## src/rtl/imm_encode_loader_pkg.sv

```systemverilog
// Shared definitions for the immediate-encoding program loader.
//   - immsrc selector encodings (IMM_I, IMM_S, IMM_B, IMM_J)
//   - loader FSM state enum
//   - ADDR_STEP: byte distance between consecutive instruction words
package imm_encode_loader_pkg;

  localparam logic [1:0] IMM_I = 2'b00;
  localparam logic [1:0] IMM_S = 2'b01;
  localparam logic [1:0] IMM_B = 2'b10;
  localparam logic [1:0] IMM_J = 2'b11;

  typedef enum logic [1:0] {
    ST_IDLE  = 2'd0,
    ST_RUN   = 2'd1,
    ST_WRITE = 2'd2,
    ST_DONE  = 2'd3
  } state_e;

  localparam int ADDR_STEP = 4;

endpackage

```

## src/rtl/imm_encode_loader_insert.sv

```systemverilog
// imm_insert: combinational inverse of the immediate extender.
// Range-checks a signed immediate for the selected format and scatters its
// bits into the template's immediate fields; all other template bits pass
// through unchanged.
// Optional feature macro: IMM_J_TYPE_EN (immsrc=11 encodes J-type;
// otherwise immsrc=11 never fits).
// Ports:
//   templ_i  [31:0] template instruction word
//   imm_i    [31:0] signed immediate
//   immsrc_i [1:0]  format selector
//   word_o   [31:0] encoded instruction word
//   fits_o          immediate is representable in the selected format
module imm_insert
  import imm_encode_loader_pkg::*;
(
  input  logic [31:0] templ_i,
  input  logic [31:0] imm_i,
  input  logic [1:0]  immsrc_i,
  output logic [31:0] word_o,
  output logic        fits_o
);

  always_comb begin
    word_o = templ_i;
    fits_o = 1'b0;
    case (immsrc_i)
      IMM_I: begin
        // 12-bit signed: bits 31..11 must all be copies of the sign
        fits_o       = (imm_i[31:11] == {21{imm_i[11]}});
        word_o[31:20] = imm_i[11:0];
      end
      IMM_S: begin
        fits_o        = (imm_i[31:11] == {21{imm_i[11]}});
        word_o[31:25] = imm_i[11:5];
        word_o[11:7]  = imm_i[4:0];
      end
      IMM_B: begin
        // 13-bit signed, even offset
        fits_o        = (imm_i[0] == 1'b0) && (imm_i[31:12] == {20{imm_i[12]}});
        word_o[31]    = imm_i[12];
        word_o[30:25] = imm_i[10:5];
        word_o[11:8]  = imm_i[4:1];
        word_o[7]     = imm_i[11];
      end
      IMM_J: begin
`ifdef IMM_J_TYPE_EN
        // 21-bit signed, even offset
        fits_o        = (imm_i[0] == 1'b0) && (imm_i[31:20] == {12{imm_i[20]}});
        word_o[31]    = imm_i[20];
        word_o[30:21] = imm_i[10:1];
        word_o[20]    = imm_i[11];
        word_o[19:12] = imm_i[19:12];
`else
        fits_o = 1'b0;
`endif
      end
      default: begin
        fits_o = 1'b0;
      end
    endcase
  end

endmodule

```

## src/rtl/imm_encode_loader.sv

```systemverilog
// imm_encode_loader: boot/test-time program loader. Accepts template +
// immediate beats, encodes the immediate into the template and writes the
// result to instruction memory through one write port.
// Optional feature macro: IMM_J_TYPE_EN (handled inside imm_insert).
// Handshake: a beat transfers on a rising edge where in_valid && in_ready;
// in_ready is high only in RUN, so the loader sees in_valid nowhere else.
// Ports:
//   clk, reset (async, active-high)
//   start, start_addr       begin a session (IDLE only) at a word address
//   in_valid/in_ready/in_last, immsrc, imm, templ   input beat stream
//   mem_we, mem_addr, mem_wdata                     instruction-memory write
//   done                    one-cycle pulse at session end
//   wr_count, err_count     per-session counters (saturating)
//   err_sticky              any beat rejected this session
//   state_dbg               current FSM state
module imm_encode_loader
  import imm_encode_loader_pkg::*;
#(
  parameter int ADDR_W = 32,
  parameter int CNT_W  = 16
) (
  input  logic              clk,
  input  logic              reset,
  input  logic              start,
  input  logic [ADDR_W-1:0] start_addr,
  input  logic              in_valid,
  output logic              in_ready,
  input  logic              in_last,
  input  logic [1:0]        immsrc,
  input  logic [31:0]       imm,
  input  logic [31:0]       templ,
  output logic              mem_we,
  output logic [ADDR_W-1:0] mem_addr,
  output logic [31:0]       mem_wdata,
  output logic              done,
  output logic [CNT_W-1:0]  wr_count,
  output logic [CNT_W-1:0]  err_count,
  output logic              err_sticky,
  output state_e            state_dbg
);

  state_e            state_q, state_d;
  logic [ADDR_W-1:0] addr_q, addr_d;
  logic [31:0]       wdata_q, wdata_d;
  logic              last_q, last_d;
  logic [CNT_W-1:0]  wr_cnt_q, wr_cnt_d;
  logic [CNT_W-1:0]  err_cnt_q, err_cnt_d;
  logic              sticky_q, sticky_d;

  logic [31:0] enc_word;
  logic        enc_fits;

  imm_insert u_insert (
    .templ_i  (templ),
    .imm_i    (imm),
    .immsrc_i (immsrc),
    .word_o   (enc_word),
    .fits_o   (enc_fits)
  );

  always_ff @(posedge clk or posedge reset) begin
    if (reset) begin
      state_q   <= ST_IDLE;
      addr_q    <= '0;
      wdata_q   <= '0;
      last_q    <= 1'b0;
      wr_cnt_q  <= '0;
      err_cnt_q <= '0;
      sticky_q  <= 1'b0;
    end else begin
      state_q   <= state_d;
      addr_q    <= addr_d;
      wdata_q   <= wdata_d;
      last_q    <= last_d;
      wr_cnt_q  <= wr_cnt_d;
      err_cnt_q <= err_cnt_d;
      sticky_q  <= sticky_d;
    end
  end

  always_comb begin
    state_d   = state_q;
    addr_d    = addr_q;
    wdata_d   = wdata_q;
    last_d    = last_q;
    wr_cnt_d  = wr_cnt_q;
    err_cnt_d = err_cnt_q;
    sticky_d  = sticky_q;
    case (state_q)
      ST_IDLE: begin
        if (start) begin
          addr_d    = start_addr;
          wr_cnt_d  = '0;
          err_cnt_d = '0;
          sticky_d  = 1'b0;
          state_d   = ST_RUN;
        end
      end
      ST_RUN: begin
        if (in_valid) begin
          if (enc_fits) begin
            wdata_d = enc_word;
            last_d  = in_last;
            state_d = ST_WRITE;
          end else begin
            // Rejected beat: counted, never written, address unchanged
            if (err_cnt_q != '1) err_cnt_d = err_cnt_q + CNT_W'(1);
            sticky_d = 1'b1;
            state_d  = in_last ? ST_DONE : ST_RUN;
          end
        end
      end
      ST_WRITE: begin
        addr_d = addr_q + ADDR_W'(ADDR_STEP);
        if (wr_cnt_q != '1) wr_cnt_d = wr_cnt_q + CNT_W'(1);
        state_d = last_q ? ST_DONE : ST_RUN;
      end
      ST_DONE: begin
        state_d = ST_IDLE;
      end
      default: begin
        state_d = ST_IDLE;
      end
    endcase
  end

  // Strobes are decoded from state so an async reset drops them at once
  assign in_ready   = (state_q == ST_RUN);
  assign mem_we     = (state_q == ST_WRITE);
  assign done       = (state_q == ST_DONE);
  assign mem_addr   = addr_q;
  assign mem_wdata  = wdata_q;
  assign wr_count   = wr_cnt_q;
  assign err_count  = err_cnt_q;
  assign err_sticky = sticky_q;
  assign state_dbg  = state_q;

endmodule

```

## config.mk

```make
export PLATFORM = sky130hd
export DESIGN_NAME = imm_encode_loader
export DESIGN_NICKNAME = d
export VERILOG_FILES = /design/src/rtl/imm_encode_loader_pkg.sv /design/src/rtl/imm_encode_loader_insert.sv /design/src/rtl/imm_encode_loader.sv
export SDC_FILE = /design/constraint.sdc
export NUM_CORES = 1
export LEC_CHECK = 0
export BUFFER_PORTS_ARGS = -buffer_cell sky130_fd_sc_hd__buf_2
export CORE_ASPECT_RATIO = 1.4
export CORE_MARGIN = 2
export CORE_UTILIZATION = 34
export DETAILED_ROUTE_END_ITERATION = 12
export GPL_TIMING_DRIVEN = 1
export PLACE_DENSITY = 0.54
export SKIP_LAST_GASP = 1
export SLEW_MARGIN = 20
export SYNTH_ARGS = -nofsm -noshare
export SYNTH_HDL_FRONTEND = slang
export SYNTH_HIERARCHICAL = 1
export SYNTH_SLANG_ARGS = --single-unit
```

## constraint.sdc

```tcl
create_clock -name clk -period 8 [get_ports clk]
set_input_delay 0 -clock clk [delete_from_list [all_inputs] [get_ports clk]]
set_output_delay 0 -clock clk [all_outputs]
set_load 0.03 [all_outputs]
```

After elaboration in Yosys (flattened, before gate mapping)
Index checks and enable logic that the tools add are counted.

Flip-flop bits (word level): 100. Input port bits: 103. Word-level logic and storage cells: 61.

Add/sub/neg operators: 3. Equality and inequality tests: 15. Mux-type cells: 23. Bitwise gates (word level): 1. Reductions and logical operators: 12.

Operators with widths (number): two-way mux 16 bit (5); one-hot mux 16 bit (2 select lines) (2); one-hot mux 32 bit (2 select lines) (1); adder 16 x 1 -> 16 bit (second input constant) (2); adder 32 x 3 -> 32 bit (second input constant) (1); two-way mux 32 bit (1); inequality test 16 bit (second input constant) (2); equality test 20 bit (1); equality test 19 bit (1); one-hot mux 7 bit (2 select lines) (1); two-way mux 2 bit (5); one-hot mux 5 bit (2 select lines) (1); equality test 2 bit (second input constant) (4); one-hot mux 2 bit (4 select lines) (1); inequality test 2 bit (second input constant) (3); AND reduction 3 bit (2); two-way mux 5 bit (1); AND reduction 5 bit (1); equality test 2 x 1 -> 1 bit (second input constant) (2); logical NOT 2 bit (2); inequality test 2 x 1 -> 1 bit (second input constant) (2); AND reduction 2 bit (2); AND reduction 4 bit (1); nonzero test 2 bit (2); 6 further kinds (8).

Depth between registers and ports, before layout
Gate-level depths: netlist of run 1.

Depth in word-level cells: 6. Depth in mapped cells: 12. Mapped depth without buffers: 11.

Cells and area by module
Netlist of run 1, hierarchy kept.

By module, submodules not included: imm_encode_loader (instances 1, cells each 516, area each 5166.2 µm², seq. area each 2502.4 µm²); imm_insert (instances 1, cells each 93, area each 590.6 µm², seq. area each 0.0 µm²).

Least setup slack after synthesis of run 1
Ideal clock, no wire load.

Kind: input to register. Start: input port immsrc[0]. End: register last_q. Arrival: 2.054 ns. Data required time: 7.875 ns. Path slack: 5.821 ns. Stages on the path: 9. Path buffers: 1. Path through: inv_1 > ha_1 > or4_1 > nor4_1 > a21oi_1 > o32ai_1 > nand3_1 > clkbuf_1 > mux2_2.

Longest elaborated chain between the ends: 4.

Ends and longest elaborated chain: start: declaration (RTL line imm_encode_loader.sv:29) `input logic [1:0] immsrc,`; equality test 2 x 1 -> 1 bit or logical NOT 2 bit (tied branches) (RTL line imm_encode_loader_insert.sv:26) `case (immsrc_i)`; OR reduction 2 bit (no source line); one-hot mux 1 bit (3 select lines) (*) (RTL line imm_encode_loader_insert.sv:26); named net enc_fits (RTL line imm_encode_loader.sv:51) `logic enc_fits;`; AND reduction 3 bit (no source line) (*); end signal: assignment (RTL line imm_encode_loader.sv:74) `last_q <= last_d;`; end: declaration (RTL line imm_encode_loader.sv:45) `logic last_q, last_d;`.

The timed path passes the listed nets; every way through them passes the cells marked *. A chain may end at the register's enable or synchronous reset.

Worst setup path in the final report of run 1
Start: register state_q[1], in the netlist state_dbg[1]. End: register addr_q[23], in the netlist mem_addr[23].

Longest elaborated chain between the ends: 3.

Ends and longest elaborated chain: start: declaration (RTL line imm_encode_loader.sv:42) `state_e state_q, state_d;`; start signal: assignment (RTL line imm_encode_loader.sv:71) `state_q <= state_d;`; equality test 2 bit or logical NOT 2 bit (tied branches) (RTL line imm_encode_loader.sv:89) `case (state_q)`; nonzero test 2 bit (no source line) or inequality test 2 bit (tied branches); AND reduction 2 bit (no source line); end signal: assignment (RTL line imm_encode_loader.sv:72) `addr_q <= addr_d;`; end: declaration (RTL line imm_encode_loader.sv:43) `logic [ADDR_W-1:0] addr_q, addr_d;`.

Parallel ways exist; a longest one is shown, timed or not.

==> summary.txt, run 1 <==
====================================================================================
Outcome ...............................................................    completed
Global-route wire length before repair ................................      27.9 mm
Setup tns final .......................................................         0 ps
Clock sink count ......................................................          100
Number of antenna violations at the first check in global routing .....            0
Cell taking the most area after synthesis ............................. sky130_fd_sc_hd__dfrtp_1
Number of synthesized register bits ...................................          100
Initial standard-cell utilization of the core .........................        34.5%
Worst rel slew slack ..................................................        31.6%
DRC ...................................................................            0
Final weighted congestion in routability-driven placement .............        0.867
Bufs on Longest Clock Path ............................................            2
Final worst path period need ..........................................      2960 ps
Finished Cell Area ....................................................     7590 µm²
Hold_ws ...............................................................      18.3 ps
Post-synth top flop ................................................... sky130_fd_sc_hd__dfrtp_1
CTS tree ..............................................................        built
Parity-gate share of the synthesized area counting xor and xnor cells .        2.43%
Cell count of the worst hold path .....................................            3
Combinational family with the most area after synthesis ............... simple AND/OR/NAND/NOR gates
Design Power ..........................................................      2020 µW
Number of inserted filler cells in the final layout ...................         1640
Worst slew pin tran ...................................................      1030 ps
Post-synth cell types .................................................           70
Proportion of synthesized area in mux cells ...........................        8.48%
Number of detailed-routing iterations run before antenna repair .......            5
EDFF count, synth .....................................................            0
Total congestion overflow .............................................            0
Number of instances resized during post-cts repair ....................            0
Complex-gate fraction of the synthesized area .........................        14.4%
Reg2Reg Depth .........................................................            6
Worst Path Arrival ....................................................      3220 ps
Max rail drop VDD .....................................................   0.000151 V
Number of port buffers ................................................          204
R2r startpoint ........................................................ state_dbg[1]
End of the worst hold path ............................................ mem_wdata[20]
Async SR Flop Fraction ................................................         100%
Die ar. ...............................................................    18000 µm²
Critical path start-end classification ................................ flop to flop
Max-capacitance violation count .......................................            0
Final-report max-slew violation count .................................            0
H-tree levels .........................................................            3
Synthesis Warnings ....................................................            6
Clock insertion delay at the later pin of the skew report .............       340 ps
Fraction of layout cells with a size suffix above 1 ...................        33.4%
Post-synthesis average cell area ......................................     9.45 µm²
WL final ..............................................................      17.8 mm
Setup repair after global routing missed its margin ...................        false
Number of DRC markers in iteration 0 ..................................          279
Root Buffer ........................................................... sky130_fd_sc_hd__clkbuf_16
Type of element launching the critical path ...........................         flop
Vert. Die Dim .........................................................       158 µm
Crit share post-route .................................................        37.0%
Simple-Gate Fraction of Synth Area ....................................        24.1%
Core Region ...........................................................    16700 µm²
Number of global-route vias before repair .............................         5606
Ranking of synthesized cells by instance count ........................ 100 x sky130_fd_sc_hd__dfrtp_1, 72 x sky130_fd_sc_hd__nand2_1, 49 x sky130_fd_sc_hd__nor2_1, 38 x sky130_fd_sc_hd__mux2_2, 27 x sky130_fd_sc_hd__a21oi_1
Total number of vias ..................................................         5601
Pin count of the biggest net entering global routing ..................           53
Pwr/cell area .........................................................   266 nW/µm²
Ant diodes ............................................................            0
Cts bufs inserted .....................................................            9
Number of placed I/O pins .............................................          205
Share of Yosys cell area claimed by the top area cell type ............        43.5%
Cell Rows .............................................................           56
Sequential area share after synthesis .................................        43.5%
HPWL after detailed placement .........................................      13.2 mm
Synthesis-to-layout area growth .......................................        31.8%
Routed Antenna Nets ...................................................            0
Count leader, synth ................................................... sky130_fd_sc_hd__dfrtp_1
Top post-synthesis cells by area ...................................... sky130_fd_sc_hd__dfrtp_1 43%, sky130_fd_sc_hd__mux2_2 7.4%, sky130_fd_sc_hd__nand2_1 4.7%
Placed standard-cell area .............................................     6830 µm²
R2R Path End .......................................................... mem_addr[23]
Crit-path max FO ......................................................           32
Clock skew ............................................................      7.10 ps
Fmax ..................................................................      337 MHz
Synthesized netlist cell count ........................................          609
Post-synthesis instance area ..........................................     5760 µm²
Post-detailed-route via-to-cell ratio .................................         5.41
Worst-case register-to-register setup slack ...........................      5040 ps
Critical hold path startpoint .........................................    templ[20]
Worst EP required .....................................................      8260 ps
Type of the most critical hold path ................................... input port to flop
Die Wd ................................................................       114 µm
Count of endpoints failing hold in the final timing report ............            0
Final setup violating endpoints .......................................            0
GRT Overall Usage .....................................................        19.4%
Final nets ............................................................          939
Pleak .................................................................   0.00365 µW
Start point of the critical path ...................................... state_dbg[1]
Clock slew seen by the registers of the worst setup and hold paths ....        80 ps
Synth Area in Adders ..................................................        1.74%
Mapped Nets ...........................................................          720
Worst Setup End Kind ..................................................         flop
Routed length per instance ............................................      17.2 µm
====================================================================================
## routing by layer
| layer | global-route usage [%] | wire (µm) |
|---|---|---|
| met2 | 36.0 | 9530 |
| met5 | 0 | 0 |
| met3 | 3.87 | 956 |
| met4 | 7.78 | 512 |
| met1 | 21.5 | 6840 |
## stage by stage
step / cells / util (%) / worst slack (ps)
5_1_grt: 1036 / 45.5 / 4690
2_1_floorplan: 609 / - / 5380
3_5_place_dp: 975 / 40.9 / 5040
3_3_place_gp: 975 / 40.9 / 5140
4_1_cts: 1036 / 45.5 / 5050
6_report: 1036 / 45.5 / 5040
## placed cells by master (no fill, tap or decap), types with 6 or more instances in the layout
cell	instances
sky130_fd_sc_hd__nor3_1	14
sky130_fd_sc_hd__or3_1	9
sky130_fd_sc_hd__or4_1	9
sky130_fd_sc_hd__o22ai_1	14
sky130_fd_sc_hd__o21ai_0	20
sky130_fd_sc_hd__dfrtp_1	100
sky130_fd_sc_hd__xnor2_1	14
sky130_fd_sc_hd__ha_1	8
sky130_fd_sc_hd__inv_1	15
sky130_fd_sc_hd__and3_1	12
sky130_fd_sc_hd__a31oi_1	9
sky130_fd_sc_hd__a21oi_1	27
sky130_fd_sc_hd__nor2_1	49
sky130_fd_sc_hd__mux2i_1	6
sky130_fd_sc_hd__a211oi_1	14
sky130_fd_sc_hd__mux2_2	38
sky130_fd_sc_hd__and2_1	7
sky130_fd_sc_hd__nor4_1	8
sky130_fd_sc_hd__nand2_1	72
sky130_fd_sc_hd__clkbuf_16	9
sky130_fd_sc_hd__dlygate4sd3_1	45
sky130_fd_sc_hd__buf_2	204
sky130_fd_sc_hd__nand3_1	21
sky130_fd_sc_hd__nand4_1	16
sky130_fd_sc_hd__and4_1	8
sky130_fd_sc_hd__nor3b_1	7
## worst max-delay path, stage by stage, from the launching register on
cell	delay, ps
sky130_fd_sc_hd__dfrtp_1	1020
sky130_fd_sc_hd__nand2b_1	350
sky130_fd_sc_hd__inv_1	460
sky130_fd_sc_hd__nand2_1	230
sky130_fd_sc_hd__nor4_1	440
sky130_fd_sc_hd__a211oi_1	130
sky130_fd_sc_hd__a211oi_1	230
## kinds of logic (layout without fill, tap and decap cells)
group,count (synthesis),after routing
DFF,100,100
buffers and inverters,62,286
xor gates and xnor gates,16,16
AOI/OAI and AO/OA,121,121
and+or+nand+nor,258,258
muxes,44,44
adders and majority gates,8,8
## power breakdown
part           total, µW  internal [µW]  switching (µW)
Sequential           769            606             163
Clock                456            247             208
Combinational        794            269             525
## worst max-delay path by stage
stage / end / slack, ps / depth (start not counted)
after floorplan: err_count[0] / 5380 / 1
after global placement: err_count[10] / 5140 / 10
after detailed placement: wr_count[3] / 5040 / 6
after CTS: mem_addr[23] / 5050 / 6
after global routing: wr_count[1] / 4690 / 6
final: mem_addr[23] / 5040 / 6
## registers in the layout, indices dropped and copies added (netlist names)
register    count
err_count      16
last_q          1
mem_wdata      32
mem_addr       32
err_sticky      1
state_dbg       2
wr_count       16
## what timing repair did
action                    in CTS  in global routing
hold buffers                  45                  0
setup buffers                  0                  0
hold endpoints to repair      93                  0
## cell type report
cell class / count / area, µm² / area share (%)
clock buffer: 9 / 225 / 2.97
tap: 203 / 254 / 3.35
multi-input combinational: 447 / 2960 / 38.9
sequential: 100 / 2500 / 33.0
clock inverter: 7 / 81.3 / 1.07
timing repair buffer: 254 / 1510 / 19.9
inverter: 16 / 62.6 / 0.824
Power figures use the tool's default switching activity.
==> run 2, diff against run 1 <==
Clock period 8 ns to 2.8 ns, I/O delays scaled along.
==> run 2 against run 1 <==
Compared with the run above:
- via count up 0.52%
- highest routed layer unchanged
- largest power group unchanged
- design area up 1.1%
- clock power rose to 2.7 times the previous value
==> summary.txt, run 2 (synthesis gave the netlist of run 1 again) <==
=================================================================================
Worst rel slew slack ...............................................        62.2%
Total congestion overflow ..........................................            0
Most Crowded Layer GR ..............................................         met2
Crit-path max FO ...................................................           20
Clock slew seen by the registers of the worst setup and hold paths .        80 ps
Clock skew .........................................................      8.32 ps
Fraction of layout cells with a size suffix above 1 ................        34.0%
GRT Overall Usage ..................................................        19.6%
Final-report max-slew violation count ..............................            0
Worst Setup End Kind ...............................................         flop
Routed Antenna Nets ................................................            0
Synthesis-to-layout area growth ....................................        33.3%
Number of inserted filler cells in the final layout ................         1648
WL final ...........................................................      17.8 mm
Total number of vias ...............................................         5630
Met1 global-route usage ............................................        21.8%
Number of placed I/O pins ..........................................          205
Die Wd .............................................................       114 µm
Post-Place Worst Slack .............................................       272 ps
Number of DRC markers in iteration 0 ...............................          330
Pwr/cell area ......................................................   749 nW/µm²
HPWL after detailed placement ......................................      13.1 mm
Worst-case setup margin in the final layout ........................       521 ps
Final setup violating endpoints ....................................            0
DRC ................................................................            0
Worst Path Arrival .................................................      2540 ps
Cts bufs inserted ..................................................            9
Critical path start-end classification ............................. flop to flop
Pin count of the biggest net entering global routing ...............          101
Finished Cell Area .................................................     7680 µm²
Worst slew pin tran ................................................       567 ps
Initial standard-cell utilization of the core ......................        34.5%
Final nets .........................................................          951
Post-detailed-route via-to-cell ratio ..............................         5.37
Cell Rows ..........................................................           56
Count of endpoints failing hold in the final timing report .........            0
Leading cell type in the layout, fill and taps excluded ............ sky130_fd_sc_hd__buf_2
Type of the most critical hold path ................................ input port to flop
H-tree levels ......................................................            3
Die ar. ............................................................    18000 µm²
Placed standard-cell area ..........................................     6920 µm²
Crit share post-route ..............................................        81.4%
Number of global-route vias before repair ..........................         5631
Fmax ...............................................................      439 MHz
Setup tns final ....................................................         0 ps
CTS tree ...........................................................        built
Max rail drop VDD ..................................................   0.000363 V
Ant diodes .........................................................            0
Count of buffers added by post-CTS timing repair for setup .........            0
Clock sink count ...................................................          100
Setup repair after global routing missed its margin ................        false
Routed length per instance .........................................      17.0 µm
Area used by sequential logic in the layout ........................     2500 µm²
Final weighted congestion in routability-driven placement ..........        0.851
Grt met3 use .......................................................        4.17%
Number of instances resized during post-cts repair .................            0
Post-layout util ...................................................        46.0%
Worst EP required ..................................................      3060 ps
Pleak ..............................................................   0.00370 µW
Area taken by multi-input logic gates ..............................     2950 µm²
GRT met2 Usage .....................................................        35.7%
Number of detailed-routing iterations run before antenna repair ....            5
Leading cell types in the layout, fill and taps excluded ........... 204 x sky130_fd_sc_hd__buf_2, 100 x sky130_fd_sc_hd__dfrtp_1, 72 x sky130_fd_sc_hd__nand2_1
Number of antenna violations at the first check in global routing ..            1
Root Buffer ........................................................ sky130_fd_sc_hd__clkbuf_16
Bufs on Longest Clock Path .........................................            2
Number of port buffers .............................................          204
Final worst path period need .......................................      2280 ps
Vert. Die Dim ......................................................       158 µm
Clock insertion delay at the later pin of the skew report ..........       350 ps
Core Region ........................................................    16700 µm²
Outcome ............................................................    completed
Type of element launching the critical path ........................         flop
Max-capacitance violation count ....................................            0
Global-route wire length before repair .............................      27.9 mm
=================================================================================
==> run 2: per-layer routing <==
layer  up-vias  share of wire (%)
met4         0                2.2
met5         -                  0
met3        26                5.3
li1       2689                  -
met1      2735                 40
met2       180                 53
==> run 2: repair_timing <==
item	CTS	global route
hold buffers	46	1
setup endpoints to repair	0	0
endpoints found under the hold margin	146	1
==> run 2: final cells by class <==
class	instances	share of cell area (%)
clock buffer	9	2.93
clock inverter	7	0.848
inverter	16	0.815
multi-input combinational	447	38.4
sequential	100	32.6
tap	203	3.31
timing repair buffer	266	21.1
==> run 2: critical path, stage by stage, from the launching register on <==
cell and delay, ps:
sky130_fd_sc_hd__dfrtp_1 650, sky130_fd_sc_hd__buf_4 350, sky130_fd_sc_hd__nand2b_1 100, sky130_fd_sc_hd__inv_1 70, sky130_fd_sc_hd__nand2_1 130, sky130_fd_sc_hd__nor4_1 480, sky130_fd_sc_hd__a211oi_1 140, sky130_fd_sc_hd__a211oi_1 250
==> run 2: metrics by stage <==
stage	std cells	total power (µW)	hold WS (ps)
after floorplan	609	3690	105
after detailed placement	985	4480	192
after CTS	1047	5800	1.71
final	1048	5750	3.46
after global routing	1048	6110	10.0
after global placement	985	4430	186
==> run 2: final timing paths <==
path | start | end | slack, ps | cells after the start
setup / recovery | state_dbg[1] | mem_addr[23] | 520 | 7
max in group asynchronous | reset | mem_wdata[23] | 2020 | 4
min in group asynchronous | reset | wr_count[5] | 320 | 4
hold / removal | start_addr[23] | mem_addr[23] | 3 | 3
hold reg to reg | last_q | state_dbg[1] | 480 | 2
setup reg to reg | state_dbg[1] | mem_addr[23] | 520 | 7
==> run 2: power by group <==
group / total [µW] / switching [µW] / internal [µW]
Clock: 1250 / 621 / 628
Combinational: 2340 / 1530 / 810
Sequential: 2170 / 433 / 1730
Total: 5750 / 2580 / 3170
==> run 3, diff against run 2 <==
Settings changed: PLACE_DENSITY 0.54 to 0.56.
Clock period 2.8 ns to 2 ns, I/O delays scaled along.
==> run 3 against run 2 <==
Compared with the run above:
- combinational power up 67%
- sequential power up 32%
- sequential share of layout area fell by 2.3 points
- critical path depth down 3
- global-route usage increased by 1.3 points
- hold slack gained 14 ps
- register-to-register slack got worse by 450 ps
- cell count is 5.2% higher
- via count grew 4.8%
- die area is the same
- clock power increased by 42%
==> summary.txt, run 3 (synthesis gave the netlist of run 1 again) <==
=================================================================================
Outcome ............................................................    completed
Crit share post-route ..............................................        96.5%
Clock insertion delay at the later pin of the skew report ..........       360 ps
Final nets .........................................................         1006
Vert. Die Dim ......................................................       158 µm
Hold_ws ............................................................      17.3 ps
Critical path start-end classification ............................. flop to flop
Final weighted congestion in routability-driven placement ..........        0.907
Pleak ..............................................................   0.00399 µW
Final setup violating endpoints ....................................            0
Global-route wire length before repair .............................      29.8 mm
WL final ...........................................................      18.9 mm
H-tree levels ......................................................            3
Routed length per instance .........................................      17.1 µm
Worst slew pin tran ................................................       676 ps
Synthesis-to-layout area growth ....................................        43.6%
Ant diodes .........................................................            0
Number of antenna violations at the first check in global routing ..            0
Number of placed I/O pins ..........................................          205
Pin count of the biggest net entering global routing ...............           41
Max-capacitance violation count ....................................            0
Fraction of layout cells with a size suffix above 1 ................        39.3%
Core Region ........................................................    16700 µm²
Type of element launching the critical path ........................         flop
Die Wd .............................................................       114 µm
Number of detailed-routing iterations run before antenna repair ....            5
CTS tree ...........................................................        built
Worst Path Arrival .................................................      2180 ps
Leading cell types in the layout, fill and taps excluded ........... 203 x sky130_fd_sc_hd__buf_2, 97 x sky130_fd_sc_hd__dfrtp_1, 71 x sky130_fd_sc_hd__nand2_1
Number of global-route vias before repair ..........................         6121
Final worst path period need .......................................      1930 ps
Cts bufs inserted ..................................................            9
Setup tns final ....................................................         0 ps
Final-report max-slew violation count ..............................            0
Cell Rows ..........................................................           56
Clock sink count ...................................................          100
Worst rel slew slack ...............................................        54.8%
Total number of vias ...............................................         5899
Total congestion overflow ..........................................            0
Pwr/cell area ......................................................  1030 nW/µm²
Count of endpoints failing hold in the final timing report .........            0
Worst EP required ..................................................      2250 ps
Post-detailed-route via-to-cell ratio ..............................         5.35
Routed Antenna Nets ................................................            0
Number of port buffers .............................................          204
Leading cell type in the layout, fill and taps excluded ............ sky130_fd_sc_hd__buf_2
Setup repair after global routing missed its margin ................         true
HPWL after detailed placement ......................................      14.2 mm
Number of DRC markers in iteration 0 ...............................          324
Root Buffer ........................................................ sky130_fd_sc_hd__clkbuf_16
Worst Setup End Kind ...............................................         flop
Clock skew .........................................................      11.9 ps
Clock slew seen by the registers of the worst setup and hold paths .        80 ps
Max rail drop VDD ..................................................   0.000674 V
GRT Overall Usage ..................................................        20.9%
Die ar. ............................................................    18000 µm²
DRC ................................................................            0
Crit-path max FO ...................................................            7
Initial standard-cell utilization of the core ......................        34.5%
Type of the most critical hold path ................................ input port to flop
Bufs on Longest Clock Path .........................................            2
Fmax ...............................................................      518 MHz
=================================================================================
run 3: timing repair:
item                                   CTS  global route
hold buffers                            52             0
setup endpoints to repair                4            32
endpoints found under the hold margin   74             0
pin swaps                                0             2
buffers inserted                         0             4
gates resized for setup                  1            13
run 3: worst paths after layout:
path	slack [ps]	from	endpoint	depth (start not counted)
min reg2reg	450	last_q	state_dbg[1]	2
min	20	start_addr[8]	mem_addr[8]	3
min in group asynchronous	290	reset	err_count[9]	3
max reg2reg	70	err_count[6]	err_count[1]	4
max in group asynchronous	1070	reset	mem_addr[4]	4
max	70	err_count[6]	err_count[1]	4
run 3: per-stage QoR:
step,cell area [µm²],utilization (%),worst slack (ps),cells,total power [µW]
finish,8270,49.6,69.4,1103,8540
global route,8270,49.6,-41.9,1103,9050
CTS,8180,49.0,19.5,1099,8580
detailed placement,7340,44.0,-402,1031,6680
global placement,7340,44.0,-352,1031,6590
floorplan,5810,-,-10.4,609,5190
run 3: cell type report:
type	count	area [µm²]
Clock buffer	9	225
Fill cell	1541	8410
Clock inverter	7	81.3
Sequential cell	100	2510
Inverter	16	66.3
Timing Repair Buffer	321	2090
Multi-Input combinational cell	447	3040
Tap cell	203	254
run 3: power by group:
group          internal [µW]  switching [µW]
logic                   1450            2450
clock network            895             885
registers               2430             431
total                   4770            3770
run 3: critical path: stages, from the launching register on:
cell	delay (ps)
sky130_fd_sc_hd__dfrtp_1	430
sky130_fd_sc_hd__nand3_1	160
sky130_fd_sc_hd__or3_1	520
sky130_fd_sc_hd__or3_1	430
sky130_fd_sc_hd__a32o_1	290
run 3: layer usage:
metal	vias to the layer above	wire, µm	track usage [%]
met2	205	9850	38.7
met4	0	727	10.2
li1	2799	-	-
met5	-	0	0
met1	2849	7400	22.8
met3	46	880	3.48
